[src/rtl/uart_pkg.sv]
// Shared types and constants for the serial transmit path.
// UART_SENDER_PARITY_EN selects an 8E1 frame instead of 8N1.
package uart_pkg;

    typedef enum logic [2:0] {
        IDLE,
        START,
        DATA,
        PARITY,
        STOP
    } tx_state_t;

    localparam int UART_DATA_BITS = 8;

`ifdef UART_SENDER_PARITY_EN
    localparam int UART_FRAME_BITS = 11;
`else
    localparam int UART_FRAME_BITS = 10;
`endif

endpackage

[src/rtl/uart_sender_if.sv]
// Producer-side bundle of uart_sender plus line/status and debug visibility.
// Handshake: a 0->1 transition of start enqueues data; there is no ready, a push
// that finds the FIFO full (with no same-cycle pop) is dropped and flagged in overflow.
interface uart_sender_if #(
    parameter int FIFO_AW = 4
);
    logic [7:0]            data;
    logic                  start;
    logic                  out;
    logic                  busy;
    logic                  empty;
    logic                  full;
    logic                  overflow;
    uart_pkg::tx_state_t   state;
    logic [FIFO_AW:0]      count;

    modport master (
        output data, start,
        input  out, busy, empty, full, overflow, state, count
    );

    modport slave (
        input  data, start,
        output out, busy, empty, full, overflow, state, count
    );
endinterface

[src/rtl/byte_fifo.sv]
// First-word-fall-through byte FIFO, depth 2^FIFO_AW; dout is valid whenever !empty.
// A push while full is accepted only when a pop frees a slot in the same cycle.
module byte_fifo #(
    parameter int FIFO_AW = 4
) (
    input  logic               clk,
    input  logic               reset,
    input  logic               push,
    input  logic               pop,
    input  logic [7:0]         din,
    output logic [7:0]         dout,
    output logic               full,
    output logic               empty,
    output logic [FIFO_AW:0]   count
);
    localparam int DEPTH = 1 << FIFO_AW;

    logic [7:0]         mem [DEPTH];
    logic [FIFO_AW-1:0] wr_ptr;
    logic [FIFO_AW-1:0] rd_ptr;
    logic [FIFO_AW:0]   count_q;
    logic               do_push;
    logic               do_pop;

    assign empty   = (count_q == '0);
    assign full    = (count_q == (FIFO_AW + 1)'(DEPTH));
    assign count   = count_q;
    assign dout    = mem[rd_ptr];
    assign do_pop  = pop & ~empty;
    assign do_push = push & (~full | do_pop);

    always_ff @(posedge clk) begin
        if (do_push) begin
            mem[wr_ptr] <= din;
        end
    end

    always_ff @(posedge clk) begin
        if (!reset) begin
            wr_ptr  <= '0;
            rd_ptr  <= '0;
            count_q <= '0;
        end else begin
            if (do_push) begin
                wr_ptr <= wr_ptr + 1'b1;
            end
            if (do_pop) begin
                rd_ptr <= rd_ptr + 1'b1;
            end
            unique case ({do_push, do_pop})
                2'b10:   count_q <= count_q + 1'b1;
                2'b01:   count_q <= count_q - 1'b1;
                default: count_q <= count_q;
            endcase
        end
    end
endmodule

[src/rtl/uart_sender.sv]
// Buffered LSB-first serial transmitter on an idle-high line, fed by start edges.
// Define UART_SENDER_PARITY_EN to insert an even parity bit (8E1).
module uart_sender
    import uart_pkg::*;
#(
    parameter int BAUD_DIV = 10417,
    parameter int FIFO_AW  = 4
) (
    input  logic          sysclk,
    input  logic          reset,
    uart_sender_if.slave  bus
);
    localparam int            CW       = (BAUD_DIV > 1) ? $clog2(BAUD_DIV) : 1;
    localparam logic [CW-1:0] CNT_LAST = CW'(BAUD_DIV - 1);
    localparam logic [2:0]    IDX_LAST = 3'(UART_DATA_BITS - 1);

    tx_state_t        state_q, state_d;
    logic [CW-1:0]    cnt_q, cnt_d;
    logic [2:0]       idx_q, idx_d;
    logic [7:0]       shreg_q, shreg_d;
    logic             start_q;
    logic             out_q, out_d;
    logic             busy_q;
    logic             overflow_q;
    logic             push;
    logic             pop;
    logic             bit_end;
    logic             fifo_full;
    logic             fifo_empty;
    logic [7:0]       fifo_dout;
    logic [FIFO_AW:0] fifo_count;

    assign push    = bus.start & ~start_q;
    assign bit_end = (cnt_q == CNT_LAST);

    byte_fifo #(.FIFO_AW(FIFO_AW)) u_fifo (
        .clk   (sysclk),
        .reset (reset),
        .push  (push),
        .pop   (pop),
        .din   (bus.data),
        .dout  (fifo_dout),
        .full  (fifo_full),
        .empty (fifo_empty),
        .count (fifo_count)
    );

    // Next-state logic; the counter restarts on every bit boundary and state entry.
    always_comb begin
        state_d = state_q;
        cnt_d   = cnt_q + 1'b1;
        idx_d   = idx_q;
        shreg_d = shreg_q;
        pop     = 1'b0;
        unique case (state_q)
            IDLE: begin
                cnt_d = '0;
                if (!fifo_empty) begin
                    pop     = 1'b1;
                    shreg_d = fifo_dout;
                    state_d = START;
                end
            end
            START: begin
                if (bit_end) begin
                    cnt_d   = '0;
                    idx_d   = '0;
                    state_d = DATA;
                end
            end
            DATA: begin
                if (bit_end) begin
                    cnt_d = '0;
                    if (idx_q == IDX_LAST) begin
`ifdef UART_SENDER_PARITY_EN
                        state_d = PARITY;
`else
                        state_d = STOP;
`endif
                    end else begin
                        idx_d = idx_q + 1'b1;
                    end
                end
            end
`ifdef UART_SENDER_PARITY_EN
            PARITY: begin
                if (bit_end) begin
                    cnt_d   = '0;
                    state_d = STOP;
                end
            end
`endif
            STOP: begin
                if (bit_end) begin
                    cnt_d = '0;
                    if (!fifo_empty) begin
                        pop     = 1'b1;
                        shreg_d = fifo_dout;
                        state_d = START;
                    end else begin
                        state_d = IDLE;
                    end
                end
            end
            default: begin
                cnt_d   = '0;
                state_d = IDLE;
            end
        endcase
    end

    // Line value is decoded from the next state so out itself is a clean flop.
    always_comb begin
        out_d = 1'b1;
        unique case (state_d)
            START:   out_d = 1'b0;
            DATA:    out_d = shreg_d[idx_d];
`ifdef UART_SENDER_PARITY_EN
            PARITY:  out_d = ^shreg_d;
`endif
            default: out_d = 1'b1;
        endcase
    end

    always_ff @(posedge sysclk) begin
        if (!reset) begin
            state_q    <= IDLE;
            cnt_q      <= '0;
            idx_q      <= '0;
            shreg_q    <= '0;
            start_q    <= 1'b0;
            out_q      <= 1'b1;
            busy_q     <= 1'b0;
            overflow_q <= 1'b0;
        end else begin
            state_q    <= state_d;
            cnt_q      <= cnt_d;
            idx_q      <= idx_d;
            shreg_q    <= shreg_d;
            start_q    <= bus.start;
            out_q      <= out_d;
            busy_q     <= (state_d != IDLE);
            overflow_q <= overflow_q | (push & fifo_full & ~pop);
        end
    end

    assign bus.out      = out_q;
    assign bus.busy     = busy_q;
    assign bus.empty    = fifo_empty;
    assign bus.full     = fifo_full;
    assign bus.overflow = overflow_q;
    assign bus.state    = state_q;
    assign bus.count    = fifo_count;
endmodule

[src/flat_wrapper.sv]
// flat-port wrapper written by rule: the top's interface ports become plain ports
module uart_sender_flat import uart_pkg::*;
#(
    parameter int BAUD_DIV = 10417,
    parameter int FIFO_AW  = 4
)
  (sysclk, reset, bus_data, bus_start, bus_out, bus_busy, bus_empty, bus_full, bus_overflow, bus_state, bus_count);
  uart_sender_if #(.FIFO_AW(FIFO_AW)) bus_i ();
  input  logic sysclk;
  input  logic reset;
  input wire logic [$bits(bus_i.data)-1:0] bus_data;
  input wire logic [$bits(bus_i.start)-1:0] bus_start;
  output wire logic [$bits(bus_i.out)-1:0] bus_out;
  output wire logic [$bits(bus_i.busy)-1:0] bus_busy;
  output wire logic [$bits(bus_i.empty)-1:0] bus_empty;
  output wire logic [$bits(bus_i.full)-1:0] bus_full;
  output wire logic [$bits(bus_i.overflow)-1:0] bus_overflow;
  output wire logic [$bits(bus_i.state)-1:0] bus_state;
  output wire logic [$bits(bus_i.count)-1:0] bus_count;
  assign bus_i.data = bus_data;
  assign bus_i.start = bus_start;
  assign bus_out = bus_i.out;
  assign bus_busy = bus_i.busy;
  assign bus_empty = bus_i.empty;
  assign bus_full = bus_i.full;
  assign bus_overflow = bus_i.overflow;
  assign bus_state = bus_i.state;
  assign bus_count = bus_i.count;
  uart_sender #(.BAUD_DIV(BAUD_DIV), .FIFO_AW(FIFO_AW)) u_core (.sysclk(sysclk), .reset(reset), .bus(bus_i));
endmodule
[config.mk]
export PLATFORM = sky130hd
export DESIGN_NAME = uart_sender_flat
export DESIGN_NICKNAME = d
export VERILOG_FILES = /design/src/rtl/uart_pkg.sv /design/src/rtl/uart_sender_if.sv /design/src/rtl/byte_fifo.sv /design/src/rtl/uart_sender.sv /design/src/flat_wrapper.sv
export SDC_FILE = /design/constraint.sdc
export NUM_CORES = 1
export LEC_CHECK = 0
export BUFFER_PORTS_ARGS = -buffer_cell sky130_fd_sc_hd__buf_2
export CAP_MARGIN = 0
export CORE_MARGIN = 2
export CORE_UTILIZATION = 61
export CTS_CLUSTER_DIAMETER = 60
export DETAILED_ROUTE_END_ITERATION = 10
export GPL_TIMING_DRIVEN = 0
export PLACE_DENSITY_LB_ADDON = 0.15
export SETUP_SLACK_MARGIN = 0.15
export SLEW_MARGIN = 20
export SYNTH_ARGS = -nofsm -noshare
export SYNTH_HDL_FRONTEND = slang
export SYNTH_SLANG_ARGS = --single-unit
[constraint.sdc]
create_clock -name sysclk -period 2.94 [get_ports sysclk]
set_input_delay 0.147 -clock sysclk [delete_from_list [all_inputs] [get_ports sysclk]]
set_output_delay 0.147 -clock sysclk [all_outputs]
set_load 0.02 [all_outputs]
Yosys cells after proc, flatten, opt, wreduce, memory -nomap -nowiden
Memory sizes are Yosys's and may differ from the RTL's. A register that Yosys moved wholly into a read port is not among the register bits.
Cells that the tools add are included.
{ "classes": {"add_sub_neg": 6, "magnitude_cmp": 1, "eq_ne": 10, "mux": 25, "bitwise": 13, "reduce_logical": 6} }
{ "ops": {"columns": ["operator", "count"], "rows": [
  ["$mux W3", 8],
  ["$mux W8", 2],
  ["$pmux W8 S2", 1],
  ["$add A14 B1 Y14 const B", 1],
  ["$eq A14 B14 Y1 const B", 1],
  ["$pmux W3 S4", 1],
  ["$pmux W5 S2", 1],
  ["$add A4 B1 Y4 const B", 2],
  ["$mux W4", 2],
  ["$eq A3 B1 Y1 const B", 2],
  ["$eq A3 B2 Y1 const B", 2],
  ["$eq A3 B3 Y1 const B", 2],
  ["$mux W1", 6],
  ["$not A1 Y1", 6],
  ["$pmux W3 S2", 1],
  ["$reduce_or A3 Y1", 2],
  ["$add A5 B1 Y5 const B", 1],
  ["$and A1 B1 Y1", 5],
  ["$eq A5 B5 Y1 const B", 1],
  ["$logic_not A5 Y1", 1],
  ["$sub A5 B1 Y5 const B", 1],
  ["$lt A3 B4 Y1 const B", 1],
  ["$pmux W1 S2", 2],
  ["$add A3 B1 Y3 const B", 1],
  ["other kinds (7)", 8]
]} }
{ "totals": {"ff_bits": 45, "mem_bits_rw": 128, "in_bits": 11, "out_inout_bits": 13, "mem_count": 1} }
{ "memory_table": {"columns": ["memory", "words", "word_bits", "rd", "rd_ports_with_merged_regs", "wr", "line", "source"], "rows": [
  ["u_core.u_fifo.mem", 16, 8, 1, 1, 1, "byte_fifo.sv:18", "logic [7:0] mem [DEPTH];"]
]} }

Logic depth before layout (Yosys ltp)
{ "depth": {"word_depth": 9, "mapped_depth": 13, "ltp_nobuf": 13} }

Hierarchy
Synthesis repeated with hierarchy kept, for this count alone.
{ "hier_totals": {"cells_unflattened": 502, "area_unflattened_um2": 7465.9} }
{ "modules_own_cells": {"columns": ["module", "n_inst", "cells_per_inst", "area_per_inst_um2", "seq_area_each_um2"], "rows": [
  ["byte_fifo", 1, 322, 5884.4, 4184.0],
  ["uart_sender", 1, 180, 1581.5, 640.6]
]} }

Worst setup path after synthesis
Ideal clock, no wire load.
{ "synth_timing": {"path_kind": "register -> register", "start": "register u_core.u_fifo.count_q[1] (netlist: u_core.u_fifo.count[1])", "end": "register u_core.u_fifo.count_q[4] (netlist: u_core.u_fifo.count[4])", "setup_ns": 0.115, "arrival_time_ns": 2.687, "slack_ns": 0.138, "path_stages_with_launch": 13, "n_path_buf": 1, "path_cell_list": "dfxtp_1 buf_6 or4_4 o21ai_2 nor3_2 xor2_1 ha_1 o21ai_0 a2111oi_0 a311oi_1 mux2i_1 xnor2_1 and2_1"} }
{ "synth_via": {"elab_chain_cells": 9, "word_cells_on_any_way": 16, "classes_between": "2 x add/sub; 3 x eq/ne; 4 x mux; 5 x bitwise; 2 x reduce/logical"} }
{ "synth_rtl": {"columns": ["item", "line", "source"], "rows": [
  ["from (decl)", "byte_fifo.sv:21", "logic [FIFO_AW:0] count_q;"],
  ["from (signal assigned)", "byte_fifo.sv:51", "2'b10: count_q <= count_q + 1'b1;"],
  ["from (signal assigned)", "byte_fifo.sv:52", "2'b01: count_q <= count_q - 1'b1;"],
  ["from (signal assigned)", "byte_fifo.sv:53", "default: count_q <= count_q;"],
  ["$logic_not A5 Y1", "byte_fifo.sv:25", "assign empty = (count_q == '0);"],
  ["$mux W1", "uart_sender.sv:58, uart_sender.sv:96", null],
  ["$mux W1", "uart_sender.sv:94", "if (bit_end) begin"],
  ["$pmux W1 S2", "uart_sender.sv:55", "unique case (state_q)"],
  ["$and A1 B1 Y1", "byte_fifo.sv:29", "assign do_pop = pop & ~empty;"],
  ["$or A1 B1 Y1", "byte_fifo.sv:30", "assign do_push = push & (~full | do_pop);"],
  ["$and A1 B1 Y1", "byte_fifo.sv:30", null],
  ["$eq A2 B1 Y1 / $eq A2 B2 Y1 (equally long branches)", "byte_fifo.sv:50", "unique case ({do_push, do_pop})"],
  ["$pmux W5 S2 / $reduce_bool A2 Y1 (equally long branches)", null, null]
]} }
Parallel ways exist; a longest one is shown, timed or not.
A chain may end at the register's enable or synchronous reset.

Worst setup path after layout
{ "layout_timing": {"start": "register u_core.cnt_q[0]", "end": "register u_core.u_fifo.count_q[4] (netlist: u_core.u_fifo.count[4])"} }
{ "layout_via": {"elab_chain_cells": 8, "word_cells_on_any_way": 10, "classes_between": "3 x eq/ne; 3 x mux; 3 x bitwise; 1 x reduce/logical"} }
{ "layout_rtl": {"columns": ["item", "line", "source"], "rows": [
  ["from (decl)", "uart_sender.sv:18", "logic [CW-1:0] cnt_q, cnt_d;"],
  ["from (signal assigned)", "uart_sender.sv:137", "cnt_q <= cnt_d;"],
  ["$eq A14 B14 Y1 *", "uart_sender.sv:34", "assign bit_end = (cnt_q == CNT_LAST);"],
  ["$mux W1 *", "uart_sender.sv:94", null],
  ["$pmux W1 S2 *", "uart_sender.sv:55", null],
  ["$and A1 B1 Y1 *", "byte_fifo.sv:29", null],
  ["$or A1 B1 Y1", "byte_fifo.sv:30", null],
  ["$and A1 B1 Y1", "byte_fifo.sv:30", null],
  ["$eq A2 B1 Y1 / $eq A2 B2 Y1 (equally long branches)", "byte_fifo.sv:50", null],
  ["$pmux W5 S2 / $reduce_bool A2 Y1 (equally long branches)", null, null]
]} }
Every way passes the cells marked *; elsewhere a longest branch is shown, timed or not.

==> impl_metrics.json <==
{
  "crit_path_max_incr_delay_ns": 0.35,
  "grt_setup_unrepaired": "true",
  "ys_ff_latch": 177,
  "worst_hold_startpoint": "reset",
  "mappedNetlistNets": 511,
  "count_of_buffers_inserted_at_the_top_level_ports": 23,
  "timing.final.hold_violations": 0,
  "worstSkewPairLatency_ns": 0.43,
  "multi_input_comb_area_mm2": 0.00267,
  "outcome": "finished, final reports clean",
  "detail_route.wl_per_cell_um": 20.7,
  "maxSlewViolCount": 0,
  "clkSlewWorstSetupHoldPaths_ns": 0.07,
  "ctsHtreeMaxLevel": 4,
  "worstReg2RegStart": "u_core.cnt_q[0]",
  "tns_ns": 0,
  "top_level_ports": 24,
  "critical_path_arrival_ns": 3.05,
  "design_power_total_mw": 7.28,
  "postLayoutCellArea_mm2": 0.00873,
  "async_reset_ff_frac": 0,
  "first_iteration_detailed_routing_drc_count": 324,
  "first_global_vias": 4160,
  "yosysUniqueCellTypes": 64,
  "post-dp-hpwl_um": 9330,
  "detailed_place.area_mm2": 0.00777,
  "netlist.area_leader.share": 0.518,
  "initial_antenna_violation_count": 0,
  "mean_area_per_synthesized_cell_um2": 15.1,
  "gate_count_post_synth": 490,
  "slowest_stage": "sky130_fd_sc_hd__dfxtp_4",
  "row_count": 40,
  "relSlewSlack": 0.552,
  "fin_nets": 572,
  "vdd_ir_drop_max_mv": 0.572,
  "worstMarginPinSlew_ns": 0.672,
  "finalClockSkew_ns": 0.00997,
  "critPathKind": "flop to flop",
  "cellPowerDensity_mw_per_mm2": 835,
  "fillerInstances": 746,
  "grt-ovfl-total": 0,
  "sinks_on_clock_net": 177,
  "timing.critical_path.required_ns": 3.27,
  "ant_nets": 0,
  "place.gp.congestion": 0.835,
  "layout_cells_sized_above_1": 0.310,
  "insertedDiodeCount": 0,
  "timing.hold.ws_ns": 0.0419,
  "maxcap_viol_count": 0,
  "fp.dieH_um": 114,
  "clk_root_buffer_cell": "sky130_fd_sc_hd__clkbuf_16",
  "cts_made_buffers": 17,
  "track_usage": 0.240,
  "synthDominantAreaCellType": "sky130_fd_sc_hd__edfxtp_1",
  "regArea_mm2": 0.00483,
  "yosys-top-cells-area": "sky130_fd_sc_hd__edfxtp_1, sky130_fd_sc_hd__dfxtp_1, sky130_fd_sc_hd__mux4_2",
  "min-delay-path-class": "input pin to flop",
  "area_delta_synth_final_pct": 17.7,
  "aggregate_routed_wire_length_um": 14700,
  "synth-warning-count": 0,
  "critical_path.cell_chain": "inv_2 > ha_4 > nor3b_4 > a41oi_4 > nor3_4 > xor2_1 > ha_2 > o21ai_2 > a2111oi_2 > a311oi_1 > mux2i_1 > xnor2_1 > and2_1",
  "ys_dominant_reg_cell": "sky130_fd_sc_hd__edfxtp_1",
  "route.detailed.drc": 0,
  "timing.critical_path.to_type": "flop",
  "grt_start_max_net_pins": 18,
  "cp-startpoint": "u_core.cnt_q[0]",
  "timing.final.setup_violations": 0,
  "die_x_um": 114,
  "clock_tree.buffer_depth": 2,
  "num_vias": 4241,
  "floorplan.die_area_mm2": 0.0131,
  "core_area_mm2": 0.0120,
  "power.leakage_nw": 2.92,
  "final_period_util": 0.926,
  "initial_core_util": 0.620,
  "seq_area_frac_synth": 0.651,
  "drt_pre_antenna_iters": 5,
  "grt_pass1_wl_um": 22500,
  "fmaxAchievable_mhz": 367,
  "post-route-min-period_ns": 2.72,
  "synth.cell_area_mm2": 0.00742,
  "cts_tree": "built",
  "startpoint_type": "flop",
  "worst-path-buf-inv": 1,
  "critical_path.top_delay_family": "compound AO/OA/AOI/OAI gates",
  "via_per_inst": 5.96,
  "synth-edff-count": 128,
  "critical_path_peak_fanout": 4
}
[cell usage in the layout, fill, tap and decap left out, types with 7 or more instances in the layout]
cell,count
sky130_fd_sc_hd__mux4_2,35
sky130_fd_sc_hd__edfxtp_1,128
sky130_fd_sc_hd__xnor2_1,11
sky130_fd_sc_hd__nor2_1,21
sky130_fd_sc_hd__and2_1,12
sky130_fd_sc_hd__buf_4,19
sky130_fd_sc_hd__buf_2,28
sky130_fd_sc_hd__ha_1,7
sky130_fd_sc_hd__nand2_1,33
sky130_fd_sc_hd__mux2i_1,9
sky130_fd_sc_hd__clkbuf_16,17
sky130_fd_sc_hd__nor2_4,13
sky130_fd_sc_hd__inv_6,8
sky130_fd_sc_hd__dfxtp_1,43
sky130_fd_sc_hd__nand3_1,20
sky130_fd_sc_hd__a21oi_1,9
sky130_fd_sc_hd__nor2b_1,12
sky130_fd_sc_hd__xor2_1,10
sky130_fd_sc_hd__clkbuf_1,10
[per-stage QoR]
| stage | std cells | utilization | worst slack (ns) |
|---|---|---|---|
| final | 711 | 0.729 | 0.217 |
| after global routing | 711 | 0.729 | 0.0980 |
| after CTS | 703 | 0.714 | 0.0795 |
| after detailed placement | 664 | 0.650 | -0.302 |
| after global placement | 660 | 0.646 | -0.607 |
| after floorplan | 490 | - | 0.161 |
[report_power, final]
group | switching [mW] | internal, mW | leakage, nW
Combinational | 1.00 | 0.936 | 1.06
Sequential | 0.130 | 2.86 | 1.56
Clock | 0.991 | 1.37 | 0.306
Total | 2.12 | 5.16 | 2.92
[sequential cells by signal (all words and copies together) (netlist names), named ones only]
signal                flops
u_core.u_fifo.wr_ptr      4
u_core.idx_q              3
u_core.u_fifo.mem       128
u_core.bus.overflow       1
u_core.bus.busy           1
u_core.u_fifo.rd_ptr      4
u_core.cnt_q             14
u_core.start_q            1
u_core.shreg_q            8
u_core.u_fifo.count       5
u_core.bus.state          3
u_core.bus.out            1
[what timing repair did]
action | 4_1_cts | 5_1_grt
hold buffers | 1 | 0
endpoints found under the hold margin | 1 | 0
gates resized for setup | 25 | 36
pin swaps | 5 | 12
setup endpoints to repair | 121 | 89
setup buffers | 6 | 8
[Yosys cell counts, types with 2 or more instances]
master and count:
sky130_fd_sc_hd__and2_1 12, sky130_fd_sc_hd__or3_1 3, sky130_fd_sc_hd__and3_1 4, sky130_fd_sc_hd__nor4_1 3, sky130_fd_sc_hd__buf_2 5, sky130_fd_sc_hd__nand2b_1 6
sky130_fd_sc_hd__ha_1 10, sky130_fd_sc_hd__dfxtp_1 49, sky130_fd_sc_hd__a311oi_1 2, sky130_fd_sc_hd__nand4_1 2, sky130_fd_sc_hd__o21ai_0 6, sky130_fd_sc_hd__a21oi_1 9
sky130_fd_sc_hd__mux4_2 35, sky130_fd_sc_hd__mux2i_1 10, sky130_fd_sc_hd__nor2_1 33, sky130_fd_sc_hd__nor3_1 6, sky130_fd_sc_hd__clkbuf_1 13, sky130_fd_sc_hd__or3b_1 2
sky130_fd_sc_hd__a21oi_2 2, sky130_fd_sc_hd__inv_1 8, sky130_fd_sc_hd__edfxtp_1 128, sky130_fd_sc_hd__and2b_1 2, sky130_fd_sc_hd__buf_6 3, sky130_fd_sc_hd__a22oi_1 4
sky130_fd_sc_hd__a21boi_0 6, sky130_fd_sc_hd__nand3_1 20, sky130_fd_sc_hd__or2_2 2, sky130_fd_sc_hd__xnor2_1 11, sky130_fd_sc_hd__buf_4 2, sky130_fd_sc_hd__nand2_1 37
sky130_fd_sc_hd__nor2b_1 12, sky130_fd_sc_hd__o211ai_1 2, sky130_fd_sc_hd__xor2_1 10
[path summary, 6_finish.rpt]
| kind | end | cells past startpoint | slack [ns] |
|---|---|---|---|
| setup / recovery | u_core.u_fifo.count[4] | 13 | 0.22 |
| hold / removal | u_core.bus.state[2] | 2 | 0.04 |
| setup reg to reg | u_core.u_fifo.count[4] | 13 | 0.22 |
| hold reg to reg | u_core.shreg_q[4] | 2 | 0.46 |
[layout make-up]
class	instances	area share
multi-input combinational	281	0.306
clock inverter	15	0.0219
clock buffer	17	0.0488
inverter	8	0.00344
tap	147	0.0211
timing repair buffer	42	0.0298
buffer	24	0.0153
sequential	177	0.554
[cells by family (layout without fill, tap and decap cells)]
group,Yosys count,in the layout,synth area share
adder cells (fa/ha/maj),11,11,0.0184
flip-flops,177,177,0.651
XOR/XNOR,21,21,0.0248
AND/OR/NAND/NOR,159,159,0.118
AO/OA/AOI/OAI,45,45,0.0476
buffers and inverters,32,106,0.0211
multiplexers,45,45,0.120
[routing by layer]
metal  wire, um  GRT usage  vias up
met5          0          0        -
met4        443      0.116        0
met3        651     0.0492       32
met2       7640      0.397      119
met1       5980      0.305     2107
li1           -          -     1983
Power figures use the tool's default switching activity.
